<file path="src/rtl/nvdla_mcif_pkg.sv">
// Shared MCIF write-path types and constants.
// Used by the outstanding-write limiter, its credit counter and the bench.
package nvdla_mcif_pkg;

    localparam int ADDR_W            = 64;
    localparam int ID_W              = 8;
    localparam int CNT_W             = 9;
    localparam int MCIF_WR_MAX_BEATS = 4;

    typedef struct packed {
        logic [ADDR_W-1:0] addr;
        logic [ID_W-1:0]   id;
        logic [1:0]        len;
    } mcif_aw_cmd_t;

    // AXI len fields carry beats-1.
    function automatic int unsigned mcif_beats(input logic [1:0] len);
        return int'(len) + 1;
    endfunction

endpackage

</file>
<file path="src/rtl/nvdla_mcif_wr_os_credit.sv">
// Outstanding-beat counter with credit check, underflow clamp and sticky error.
// Credits are taken at command accept and returned when the egress retires a burst.
module nvdla_mcif_wr_os_credit
    import nvdla_mcif_pkg::*;
#(
    parameter int CNT_W = nvdla_mcif_pkg::CNT_W
) (
    input  logic             nvdla_core_clk,
    input  logic             nvdla_core_rst,
    input  logic [7:0]       reg2dp_wr_os_cnt,
    input  logic [1:0]       req_len,
    input  logic             accept,
    input  logic             rel_vld,
    input  logic [1:0]       rel_len,
    output logic             credit_ok,
    output logic [CNT_W-1:0] os_cnt,
    output logic             os_err
);

    logic [CNT_W:0] need_w;
    logic [CNT_W:0] limit_w;
    logic [CNT_W:0] cnt_w;
    logic [CNT_W:0] inc_w;
    logic [CNT_W:0] dec_w;
    logic [CNT_W:0] sum_w;

    // One extra bit of headroom so the compare and the net update never wrap.
    assign need_w    = (CNT_W+1)'(mcif_beats(req_len));
    assign limit_w   = (CNT_W+1)'(reg2dp_wr_os_cnt) + (CNT_W+1)'(1);
    assign cnt_w     = {1'b0, os_cnt};
    assign credit_ok = (cnt_w + need_w) <= limit_w;

    assign inc_w = accept  ? need_w : '0;
    assign dec_w = rel_vld ? (CNT_W+1)'(mcif_beats(rel_len)) : '0;
    assign sum_w = cnt_w + inc_w;

    // A release larger than what is outstanding means the egress lost sync;
    // clamp to zero rather than wrap, and latch the error until reset.
    always_ff @(posedge nvdla_core_clk) begin
        if (nvdla_core_rst) begin
            os_cnt <= '0;
            os_err <= 1'b0;
        end else if (dec_w > sum_w) begin
            os_cnt <= '0;
            os_err <= 1'b1;
        end else begin
            os_cnt <= CNT_W'(sum_w - dec_w);
        end
    end

endmodule

</file>
<file path="src/rtl/nvdla_mcif_wr_os_limiter.sv">
// Outstanding-write limiter: one-entry AW output stage gated by beat credits.
// A command is accepted when the stage can take it and the beat budget allows.
module nvdla_mcif_wr_os_limiter
    import nvdla_mcif_pkg::*;
#(
    parameter int ADDR_W = nvdla_mcif_pkg::ADDR_W,
    parameter int ID_W   = nvdla_mcif_pkg::ID_W,
    parameter int CNT_W  = nvdla_mcif_pkg::CNT_W
) (
    input  logic              nvdla_core_clk,
    input  logic              nvdla_core_rst,
    input  logic [7:0]        reg2dp_wr_os_cnt,
    input  logic              in_aw_valid,
    output logic              in_aw_ready,
    input  logic [ADDR_W-1:0] in_aw_addr,
    input  logic [ID_W-1:0]   in_aw_id,
    input  logic [1:0]        in_aw_len,
    output logic              mcif2noc_axi_aw_awvalid,
    input  logic              mcif2noc_axi_aw_awready,
    output logic [ADDR_W-1:0] mcif2noc_axi_aw_awaddr,
    output logic [ID_W-1:0]   mcif2noc_axi_aw_awid,
    output logic [3:0]        mcif2noc_axi_aw_awlen,
    input  logic              eg2ig_axi_vld,
    input  logic [1:0]        eg2ig_axi_len,
    output logic [CNT_W-1:0]  os_cnt_cur,
    output logic              os_stall,
    output logic              os_err
);

    logic              credit_ok;
    logic              slot_free;
    logic              accept;
    logic              full;
    logic [ADDR_W-1:0] aw_addr_q;
    logic [ID_W-1:0]   aw_id_q;
    logic [1:0]        aw_len_q;

    // Ready is a function of state and the presented length only, never of valid.
    assign slot_free   = !full || mcif2noc_axi_aw_awready;
    assign in_aw_ready = slot_free && credit_ok;
    assign accept      = in_aw_valid && in_aw_ready;
    assign os_stall    = in_aw_valid && slot_free && !credit_ok;

    always_ff @(posedge nvdla_core_clk) begin
        if (nvdla_core_rst) begin
            full      <= 1'b0;
            aw_addr_q <= '0;
            aw_id_q   <= '0;
            aw_len_q  <= '0;
        end else if (accept) begin
            full      <= 1'b1;
            aw_addr_q <= in_aw_addr;
            aw_id_q   <= in_aw_id;
            aw_len_q  <= in_aw_len;
        end else if (mcif2noc_axi_aw_awready) begin
            full      <= 1'b0;
        end
    end

    assign mcif2noc_axi_aw_awvalid = full;
    assign mcif2noc_axi_aw_awaddr  = aw_addr_q;
    assign mcif2noc_axi_aw_awid    = aw_id_q;
    assign mcif2noc_axi_aw_awlen   = {2'b00, aw_len_q};

    nvdla_mcif_wr_os_credit #(
        .CNT_W(CNT_W)
    ) u_credit (
        .nvdla_core_clk  (nvdla_core_clk),
        .nvdla_core_rst  (nvdla_core_rst),
        .reg2dp_wr_os_cnt(reg2dp_wr_os_cnt),
        .req_len         (in_aw_len),
        .accept          (accept),
        .rel_vld         (eg2ig_axi_vld),
        .rel_len         (eg2ig_axi_len),
        .credit_ok       (credit_ok),
        .os_cnt          (os_cnt_cur),
        .os_err          (os_err)
    );

endmodule

</file>
<file path="config.mk">
export PLATFORM = sky130hd
export DESIGN_NAME = nvdla_mcif_wr_os_limiter
export DESIGN_NICKNAME = d
export VERILOG_FILES = /design/src/rtl/nvdla_mcif_pkg.sv /design/src/rtl/nvdla_mcif_wr_os_credit.sv /design/src/rtl/nvdla_mcif_wr_os_limiter.sv
export SDC_FILE = /design/constraint.sdc
export NUM_CORES = 1
export LEC_CHECK = 0
export BUFFER_PORTS_ARGS = -buffer_cell sky130_fd_sc_hd__buf_2
export CAP_MARGIN = 25
export CORE_ASPECT_RATIO = 1.1
export CORE_MARGIN = 2
export CORE_UTILIZATION = 48
export DETAILED_ROUTE_END_ITERATION = 16
export MAX_ROUTING_LAYER = met4
export PLACE_DENSITY = 0.84
export REMOVE_ABC_BUFFERS = 1
export SLEW_MARGIN = 10
export SYNTH_ARGS = -nofsm -noshare
export SYNTH_HDL_FRONTEND = slang
export SYNTH_SLANG_ARGS = --single-unit
</file>
<file path="constraint.sdc">
create_clock -name nvdla_core_clk -period 7.9 [get_ports nvdla_core_clk]
set_input_delay 1.58 -clock nvdla_core_clk [delete_from_list [all_inputs] [get_ports nvdla_core_clk]]
set_output_delay 1.58 -clock nvdla_core_clk [all_outputs]
set_load 0.01 [all_outputs]
</file>
# --- Word-level counts from Yosys, hierarchy flattened ---
# Index checks and enable logic that the tools add are counted.
op_classes:
  addsub: 6
  order_cmp: 2
  n_mux: 4
  n_reduce_logical: 9
op_table:
  columns: ["operator", "count"]
  rows:
  - ["$add A9 B10 Y10", 2]
  - ["$gt A10 B10 Y1", 1]
  - ["$le A10 B10 Y1", 1]
  - ["$mux W10", 1]
  - ["$add A8 B1 Y9 const B", 1]
  - ["$sub A9 B9 Y9", 1]
  - ["$add A2 B1 Y3 const B", 2]
  - ["$logic_and A1 B1 Y1", 4]
  - ["$mux W3", 1]
  - ["$logic_not A1 Y1", 2]
  - ["$mux W1", 2]
  - ["$reduce_bool A2 Y1", 1]
  - ["$reduce_or A2 Y1", 1]
  - ["$logic_or A1 B1 Y1", 1]
word_totals:
  reg_bits: 85
  inputBits: 89
  output_inout_bits: 89
  wordCells: 27

# --- Depth between registers and ports, before layout ---
# Gate-level depths: netlist (run 1).
depth:
  depth_word: 9
  mapped_depth: 26
  mapped_depth_nobuf: 24

# --- Hierarchy ---
# Synthesis (run 1) repeated with hierarchy kept, for this count alone.
unflattened:
  cells_unflattened: 519
  hier_area_um2: 4912.2
by_module_without_submodules:
  columns: ["mod", "instances", "cells_each", "area_each_um2", "seq_area_each_um2"]
  rows:
  - ["nvdla_mcif_wr_os_limiter", 1, 332, 3414.5, 1501.4]
  - ["nvdla_mcif_wr_os_credit", 1, 187, 1497.7, 200.2]

# --- Worst setup path after synthesis (run 1) ---
# No wires, ideal clock.
synth_timing:
  kind: "input to register"
  start: "input in_aw_len[0]"
  end: "register u_credit.os_cnt[8]"
  setup_time_ns: 0.078
  t_arrival_ns: 6.498
  required_time_ns: 7.822
  setup_slack_ns: 1.324
  path_stages: 25
  n_path_buf: 2
  path_cell_list: "ha_1 ha_1 a21o_1 a21oi_1 nor2_1 xor2_1 ha_1 a21o_1 a21oi_1 o2111ai_1 a211oi_4 buf_6 buf_6 inv_2 nor2_1 ha_1 inv_1 fa_1 xor2_1 ha_1 a21oi_1 nand3_1 o22a_1 o21a_1 nor3_1"
synth_between:
  elab_chain_cells: 9
  word_cells_on_any_way: 10
  cone_classes: "4 x add/sub; 2 x order compare; 1 x mux; 3 x reduce/logical"
synth_rtl:
  columns: ["element", "line_no", "source"]
  rows:
  - ["start: declaration", "nvdla_mcif_wr_os_limiter.sv:17", "input logic [1:0] in_aw_len,"]
  - ["$add A2 B1 Y3 (*)", "nvdla_mcif_pkg.sv:18", "return int'(len) + 1;"]
  - ["$add A9 B10 Y10", "nvdla_mcif_wr_os_credit.sv:31", "assign credit_ok = (cnt_w + need_w) <= limit_w;"]
  - ["$le A10 B10 Y1", "nvdla_mcif_wr_os_credit.sv:31", null]
  - ["$logic_and A1 B1 Y1", "nvdla_mcif_wr_os_limiter.sv:40", "assign in_aw_ready = slot_free && credit_ok;"]
  - ["$logic_and A1 B1 Y1", "nvdla_mcif_wr_os_limiter.sv:41", "assign accept = in_aw_valid && in_aw_ready;"]
  - ["$mux W10 (*)", "nvdla_mcif_wr_os_credit.sv:33", "assign inc_w = accept ? need_w : '0;"]
  - ["$add A9 B10 Y10 (*)", "nvdla_mcif_wr_os_credit.sv:35", "assign sum_w = cnt_w + inc_w;"]
  - ["$gt A10 B10 Y1", "nvdla_mcif_wr_os_credit.sv:43", "end else if (dec_w > sum_w) begin"]
  - ["$reduce_or A2 Y1 (no source line)", null, null]
  - ["end signal: assignment", "nvdla_mcif_wr_os_credit.sv:47", "os_cnt <= CNT_W'(sum_w - dec_w);"]
  - ["end: declaration", "nvdla_mcif_wr_os_credit.sv:16", "output logic [CNT_W-1:0] os_cnt,"]
# Mark *: on every way between the ends. The rest lies on a longest branch, timed or not.
# A chain may end at the register's enable or synchronous reset.

# --- Worst setup path in the final report (run 1) ---
# Ends and elaborated chain as after synthesis.

==> impl_metrics.env, run 1 <==
export IMPL_die_w_microns=92.9
export IMPL_switching_power_mw=0.606
export IMPL_num_fill_cells=705
export IMPL_multi_input_area_sq_um=2240
export IMPL_yosys_register_bits=85
export IMPL_clockBufferDepth=2
export IMPL_cts_hold_buf=0
export IMPL_cap_violations=0
export IMPL_drc=0
export IMPL_seq_area_sq_um=1700
export IMPL_power_mw=1.56
export IMPL_synthArstFlopShare_pct=0
export IMPL_seq_area_frac_synth_pct=40.7
export IMPL_internal_power_mw=0.956
export IMPL_drv_slew=0
export IMPL_drt_total_wl_microns=10300
export IMPL_cp_end_kind="flop"
export IMPL_drive_gt1_share_pct=33.4
export IMPL_setup_violations=0
export IMPL_postSynthCellCount=439
export IMPL_io_buffers=175
export IMPL_start_kind="input port"
export IMPL_combPwrFrac_pct=43.9
export IMPL_power_density_nw_per_um2=297
export IMPL_detail_route_antenna_nets=0
export IMPL_clkPwrFrac_pct=18.4
export IMPL_grt_pass1_vias=3533
export IMPL_row_count=35
export IMPL_die_height_microns=102
export IMPL_cts_htree_levels=3
export IMPL_grt_ovfl_total=0
export IMPL_swShare_pct=38.8
export IMPL_areaGrowthSynthToFinish_pct=25.8
export IMPL_track_usage_pct=21.4
export IMPL_hold_class="flop to flop"
export IMPL_grt_setup_unrepaired="no"
export IMPL_grt_pass1_wl_microns=15800
export IMPL_hold_viol=0
export IMPL_antenna_cells=0
export IMPL_min_period_over_period_pct=85.1
export IMPL_ys_warn_count=0
export IMPL_start_util_pct=49.7
export IMPL_cts_resized=0
export IMPL_hpwlAfterDp_microns=8010
export IMPL_cts_buffers=9
export IMPL_clkTransAtPathRegs_ns=0.08
export IMPL_coreArea_sq_um=8410
export IMPL_final_cell_mix="buf_2, nor2_1, dfxtp_1"
export IMPL_cts_sinks=85
export IMPL_synth_flop_cell="dfxtp_1"
export IMPL_drt_first_pass_iters=4
export IMPL_cp_max_fo=36
export IMPL_cp_required_ns=8.15
export IMPL_tritoncts="yes"
export IMPL_io_pins=178
export IMPL_gp_congestion=0.867
export IMPL_synth_edf_count=0
export IMPL_post_cts_buffers=0
export IMPL_viasPerCell=5.10
export IMPL_num_vias=3664
export IMPL_synth_distinct_cells=43
export IMPL_ctsRootBufferMaster="clkbuf_8"
export IMPL_wl_per_cell_microns=14.3
export IMPL_crit_arrival_ns=6.98
export IMPL_worst_hold_slack_ns=0.480
export IMPL_grt_antenna_before_repair=0
export IMPL_slew_limit_headroom_pct=50.7
export IMPL_worstSetupPathType="input port to flop"
export IMPL_p_leak_nw=2.73
export IMPL_clock_skew_final_ns=0.0149
export IMPL_r2r_setup_slack_ns=2.45
export IMPL_final_common_cell="buf_2"
export IMPL_status="completed"
export IMPL_vdd_ir_drop_max_mv=0.177
export IMPL_clkLatencyLatePin_ns=0.34
export IMPL_final_nets=719
export IMPL_design_die_area_sq_um=9460
export IMPL_fmax_mhz=149
export IMPL_drtIter0Drc=161
export IMPL_syn_area_sq_um=4180
export IMPL_seqPwrFrac_pct=37.7
export IMPL_tightest_slew_ns=0.739
export IMPL_avgSynthCellArea_sq_um=9.51
export IMPL_post_route_min_period_ns=6.72
export IMPL_grt_max_degree=77
## logic make-up (layout without fill, tap and decap cells)
| group | after synthesis | after routing | share of synthesized area (%) |
|---|---|---|---|
| AO/OA/AOI/OAI | 38 | 38 | 6.86 |
| XOR/XNOR | 27 | 27 | 5.66 |
| adder cells (fa/ha/maj) | 27 | 27 | 8.63 |
| buffers and inverters | 47 | 215 | 5.66 |
| flip-flops | 85 | 85 | 40.7 |
| multiplexers | 75 | 75 | 18.0 |
| other | 1 | 2 | 0.0898 |
| AND/OR/NAND/NOR | 139 | 139 | 14.4 |
## cell type report
| class | count | area share [%] |
|---|---|---|
| Clock inverter | 6 | 1.00 |
| Sequential cell | 85 | 32.4 |
| Multi-Input combinational cell | 308 | 42.7 |
| Inverter | 20 | 1.43 |
| Timing Repair Buffer | 179 | 17.2 |
| Clock buffer | 10 | 2.62 |
| Tap cell | 111 | 2.64 |
## Yosys cell counts (2+ instances only)
library cell | instances | area [sq um]
nor2_1 | 91 | 342
dfxtp_1 | 85 | 1700
mux2i_1 | 74 | 741
ha_1 | 24 | 300
inv_1 | 18 | 67.6
xnor2_1 | 15 | 131
clkbuf_1 | 13 | 48.8
a21oi_1 | 12 | 60.1
xor2_1 | 12 | 105
nand3_1 | 11 | 55.1
nand2_1 | 10 | 37.5
nor3_1 | 9 | 45.0
buf_4 | 7 | 52.6
o21a_1 | 6 | 45.0
and3_1 | 5 | 31.3
buf_6 | 4 | 45.0
nand2b_1 | 4 | 25.0
a21o_1 | 3 | 22.5
a31oi_1 | 3 | 18.8
buf_2 | 3 | 15.0
fa_1 | 3 | 60.1
a211o_1 | 2 | 17.5
and2_1 | 2 | 12.5
inv_2 | 2 | 7.51
o2111ai_1 | 2 | 17.5
o21ai_0 | 2 | 10.0
## worst max-delay path: stages
cell and delay, ns:
buf_2 0.12, ha_1 0.34, ha_1 0.29, a21o_1 0.16
a21oi_1 0.33, nor2_1 0.11, xor2_1 0.16, ha_1 0.32
a21o_1 0.16, a21oi_1 0.21, o2111ai_1 0.23, a211oi_4 0.31
buf_4 0.53, and2_1 0.21, ha_1 0.26, xor2_1 0.19
ha_1 0.39, a21oi_1 0.31, nand3_1 0.12, o22a_1 0.26
o21a_1 0.20, nor3_1 0.19
## state kept, by name (all words and copies together) (netlist names)
register                 flops
mcif2noc_axi_aw_awvalid      1
u_credit.os_err              1
mcif2noc_axi_aw_awid         8
aw_len_q                     2
u_credit.os_cnt              9
mcif2noc_axi_aw_awaddr      64
## power groups by stage
stage                     logic [mW]  registers, mW  clock network (mW)
final                          0.685          0.589               0.288
after floorplan                0.450          0.627                   0
after global placement         0.650          0.592                   0
after detailed placement       0.682          0.596                   0
after CTS                      0.684          0.588               0.300
after global routing           0.752          0.600               0.317
## metrics by stage
stage	instances	instance area, sq um	util (%)	setup WS (ns)	setup TNS (ns)
CTS	719	5250	62.5	1.21	0
floorplan	413	4020	-	-1.22	-11.86
detailed placement	703	5060	60.2	0.864	0
global route	719	5250	62.5	0.747	0
finish	719	5250	62.5	1.18	0
global placement	703	5060	60.2	1.06	0
## metal layers
metal	GRT usage, %	wire length, microns	vias up
met3	4.94	692	14
met1	24.1	4090	1690
li1	-	-	1804
met2	37.7	5300	156
met5	-	0	-
met4	7.13	199	0
## path summary, 6_finish.rpt
check	startpoint	depth (start not counted)	end
worst min register to register	u_credit.os_err$_SDFFE_PP0N_	1	u_credit.os_err$_SDFFE_PP0N_
worst min-delay path	u_credit.os_err$_SDFFE_PP0N_	1	u_credit.os_err$_SDFFE_PP0N_
worst max register to register	u_credit.os_cnt[1]$_SDFF_PP0_	20	u_credit.os_cnt[8]$_SDFF_PP0_
worst max-delay path	in_aw_len[0]	22	u_credit.os_cnt[8]$_SDFF_PP0_
Note: power is estimated with default switching activity, not from simulation.
==> run 2: changes to the inputs <==
PLACE_DENSITY = 0.85   (was 0.84)
==> run 2 against run 1 <==
- worst setup slack got worse by 0.011 ns
- sequential share of layout area fell by 0.16 points
- final area rose by 0.50%
- combinational power fell by 2%
- highest routed layer unchanged
==> impl_metrics.env, run 2 (synthesis gave the netlist of run 1 again) <==
export IMPL_status="completed"
export IMPL_worstRegToRegCells=21
export IMPL_viasPerCell=5.02
export IMPL_crit_arrival_ns=6.95
export IMPL_grt_setup_unrepaired="no"
export IMPL_dp_slack_ns=0.859
export IMPL_hold_class="flop to flop"
export IMPL_clock_skew_final_ns=0.0158
export IMPL_cts_hold_buf=0
export IMPL_fmax_mhz=148
export IMPL_io_buffers=175
export IMPL_grt_use_met1_pct=24.2
export IMPL_largest_reg_flops=64
export IMPL_wl_per_cell_microns=13.9
export IMPL_cp_end_kind="flop"
export IMPL_setup_violations=0
export IMPL_final_nets=719
export IMPL_crit_start="in_aw_len[0]"
export IMPL_track_usage_pct=21.1
export IMPL_min_period_over_period_pct=85.3
export IMPL_ctsRootBufferMaster="clkbuf_8"
export IMPL_cts_resized=0
export IMPL_power_density_nw_per_um2=301
export IMPL_antenna_cells=0
export IMPL_internal_power_mw=0.981
export IMPL_areaGrowthSynthToFinish_pct=26.4
export IMPL_drive_gt1_share_pct=33.4
export IMPL_cts_htree_levels=3
export IMPL_gp_congestion=0.883
export IMPL_reg2reg_to="u_credit.os_cnt[2]$_SDFF_PP0_"
export IMPL_drc=0
export IMPL_hpwlAfterDp_microns=7770
export IMPL_endpoint="u_credit.os_cnt[2]$_SDFF_PP0_"
export IMPL_drt_first_pass_iters=4
export IMPL_p_leak_nw=2.74
export IMPL_row_count=35
export IMPL_grt_antenna_before_repair=0
export IMPL_io_pins=178
export IMPL_clkLatencyLatePin_ns=0.35
export IMPL_post_route_min_period_ns=6.74
export IMPL_num_vias=3612
export IMPL_cap_violations=0
export IMPL_drtIter0Drc=147
export IMPL_die_w_microns=92.9
export IMPL_grt_busiest_layer="met2"
export IMPL_tritoncts="yes"
export IMPL_hold_viol=0
export IMPL_r2r_setup_slack_ns=2.45
export IMPL_met3_usage_pct=5.31
export IMPL_clkTransAtPathRegs_ns=0.09
export IMPL_drt_total_wl_microns=9970
export IMPL_swShare_pct=38.2
export IMPL_finalWorstSetupSlack_ns=1.16
export IMPL_detail_route_antenna_nets=0
export IMPL_clockBufferDepth=2
export IMPL_coreArea_sq_um=8410
export IMPL_clkPwrFrac_pct=20.6
export IMPL_worstSetupPathType="input port to flop"
export IMPL_rr_startpoint="u_credit.os_cnt[1]$_SDFF_PP0_"
export IMPL_grt_ovfl_total=0
export IMPL_combPwrFrac_pct=42.4
export IMPL_seqPwrFrac_pct=37.1
export IMPL_switching_power_mw=0.606
export IMPL_final_common_cell="buf_2"
export IMPL_drv_slew=0
export IMPL_cp_max_fo=9
export IMPL_start_util_pct=49.7
export IMPL_final_cell_mix="buf_2, nor2_1, dfxtp_1"
export IMPL_cts_sinks=85
export IMPL_cts_buffers=9
export IMPL_grt_max_degree=77
export IMPL_design_die_area_sq_um=9460
export IMPL_grt_pass1_vias=3526
export IMPL_grt_pass1_wl_microns=15600
export IMPL_tightest_slew_ns=0.752
export IMPL_post_cts_buffers=0
export IMPL_vdd_ir_drop_max_mv=0.179
export IMPL_power_mw=1.59
export IMPL_die_height_microns=102
export IMPL_start_kind="input port"
export IMPL_cp_required_ns=8.11
export IMPL_slew_limit_headroom_pct=49.9
export IMPL_grt_util_met2_pct=35.5
## run 2: critical path: stages
cell       delay [ns]
buf_2            0.12
ha_1             0.35
ha_1             0.29
a21o_1           0.16
a21oi_1          0.38
nor2_1           0.12
xor2_1           0.16
ha_1             0.32
a21o_1           0.16
a21oi_1          0.22
o2111ai_1        0.23
a211oi_4         0.33
inv_2            0.06
nor2_1           0.12
ha_1             0.18
inv_1            0.05
fa_1             0.42
nor2b_1          0.46
o2111ai_2        0.19
xor2_1           0.28
o2111ai_1        0.25
o31ai_4          0.42
nor2_1           0.10
## run 2: layout make-up
class                      instances  area, sq um
fill                             739         3130
multi-input combinational        308         2240
sequential                        85         1700
timing repair buffer             179          906
tap                              111          139
clock buffer                       9          124
clock inverter                     7         92.6
inverter                          20         75.1
## run 2: power groups by stage
stage	Combinational (mW)	Clock, mW	Sequential [mW]
after CTS	0.679	0.335	0.587
after floorplan	0.450	0	0.627
after detailed placement	0.677	0	0.595
after global placement	0.648	0	0.590
after global routing	0.748	0.353	0.599
final	0.672	0.326	0.588
## run 2: layer usage
layer	part of all wire, %	wire length [microns]
met1	41	4120
met2	49	4920
met3	6.8	676
met4	2.6	258
met5	0	0
## run 2: how the worst min path moves through the flow
stage / start / end / cells after the start
floorplan: u_credit.os_err$_SDFFE_PP0N_ / u_credit.os_err$_SDFFE_PP0N_ / 1
global placement: mcif2noc_axi_aw_awid[6]$_SDFFE_PP0N_ / mcif2noc_axi_aw_awid[6]$_SDFFE_PP0N_ / 2
detailed placement: mcif2noc_axi_aw_awaddr[60]$_SDFFE_PP0N_ / mcif2noc_axi_aw_awaddr[60]$_SDFFE_PP0N_ / 2
CTS: u_credit.os_err$_SDFFE_PP0N_ / u_credit.os_err$_SDFFE_PP0N_ / 1
global route: mcif2noc_axi_aw_awaddr[46]$_SDFFE_PP0N_ / mcif2noc_axi_aw_awaddr[46]$_SDFFE_PP0N_ / 2
finish: mcif2noc_axi_aw_awaddr[58]$_SDFFE_PP0N_ / mcif2noc_axi_aw_awaddr[58]$_SDFFE_PP0N_ / 2
## run 2: metrics by stage
step           hold WS (ns)  util [%]  std cells  setup TNS, ns  instance area [sq um]
3_5_place_dp          0.479      60.2        703              0                   5060
4_1_cts               0.503      62.8        719              0                   5280
6_report              0.499      62.8        719              0                   5280
5_1_grt               0.523      62.8        719              0                   5280
2_1_floorplan         0.509         -        413         -11.86                   4020
3_3_place_gp          0.466      60.2        703              0                   5060
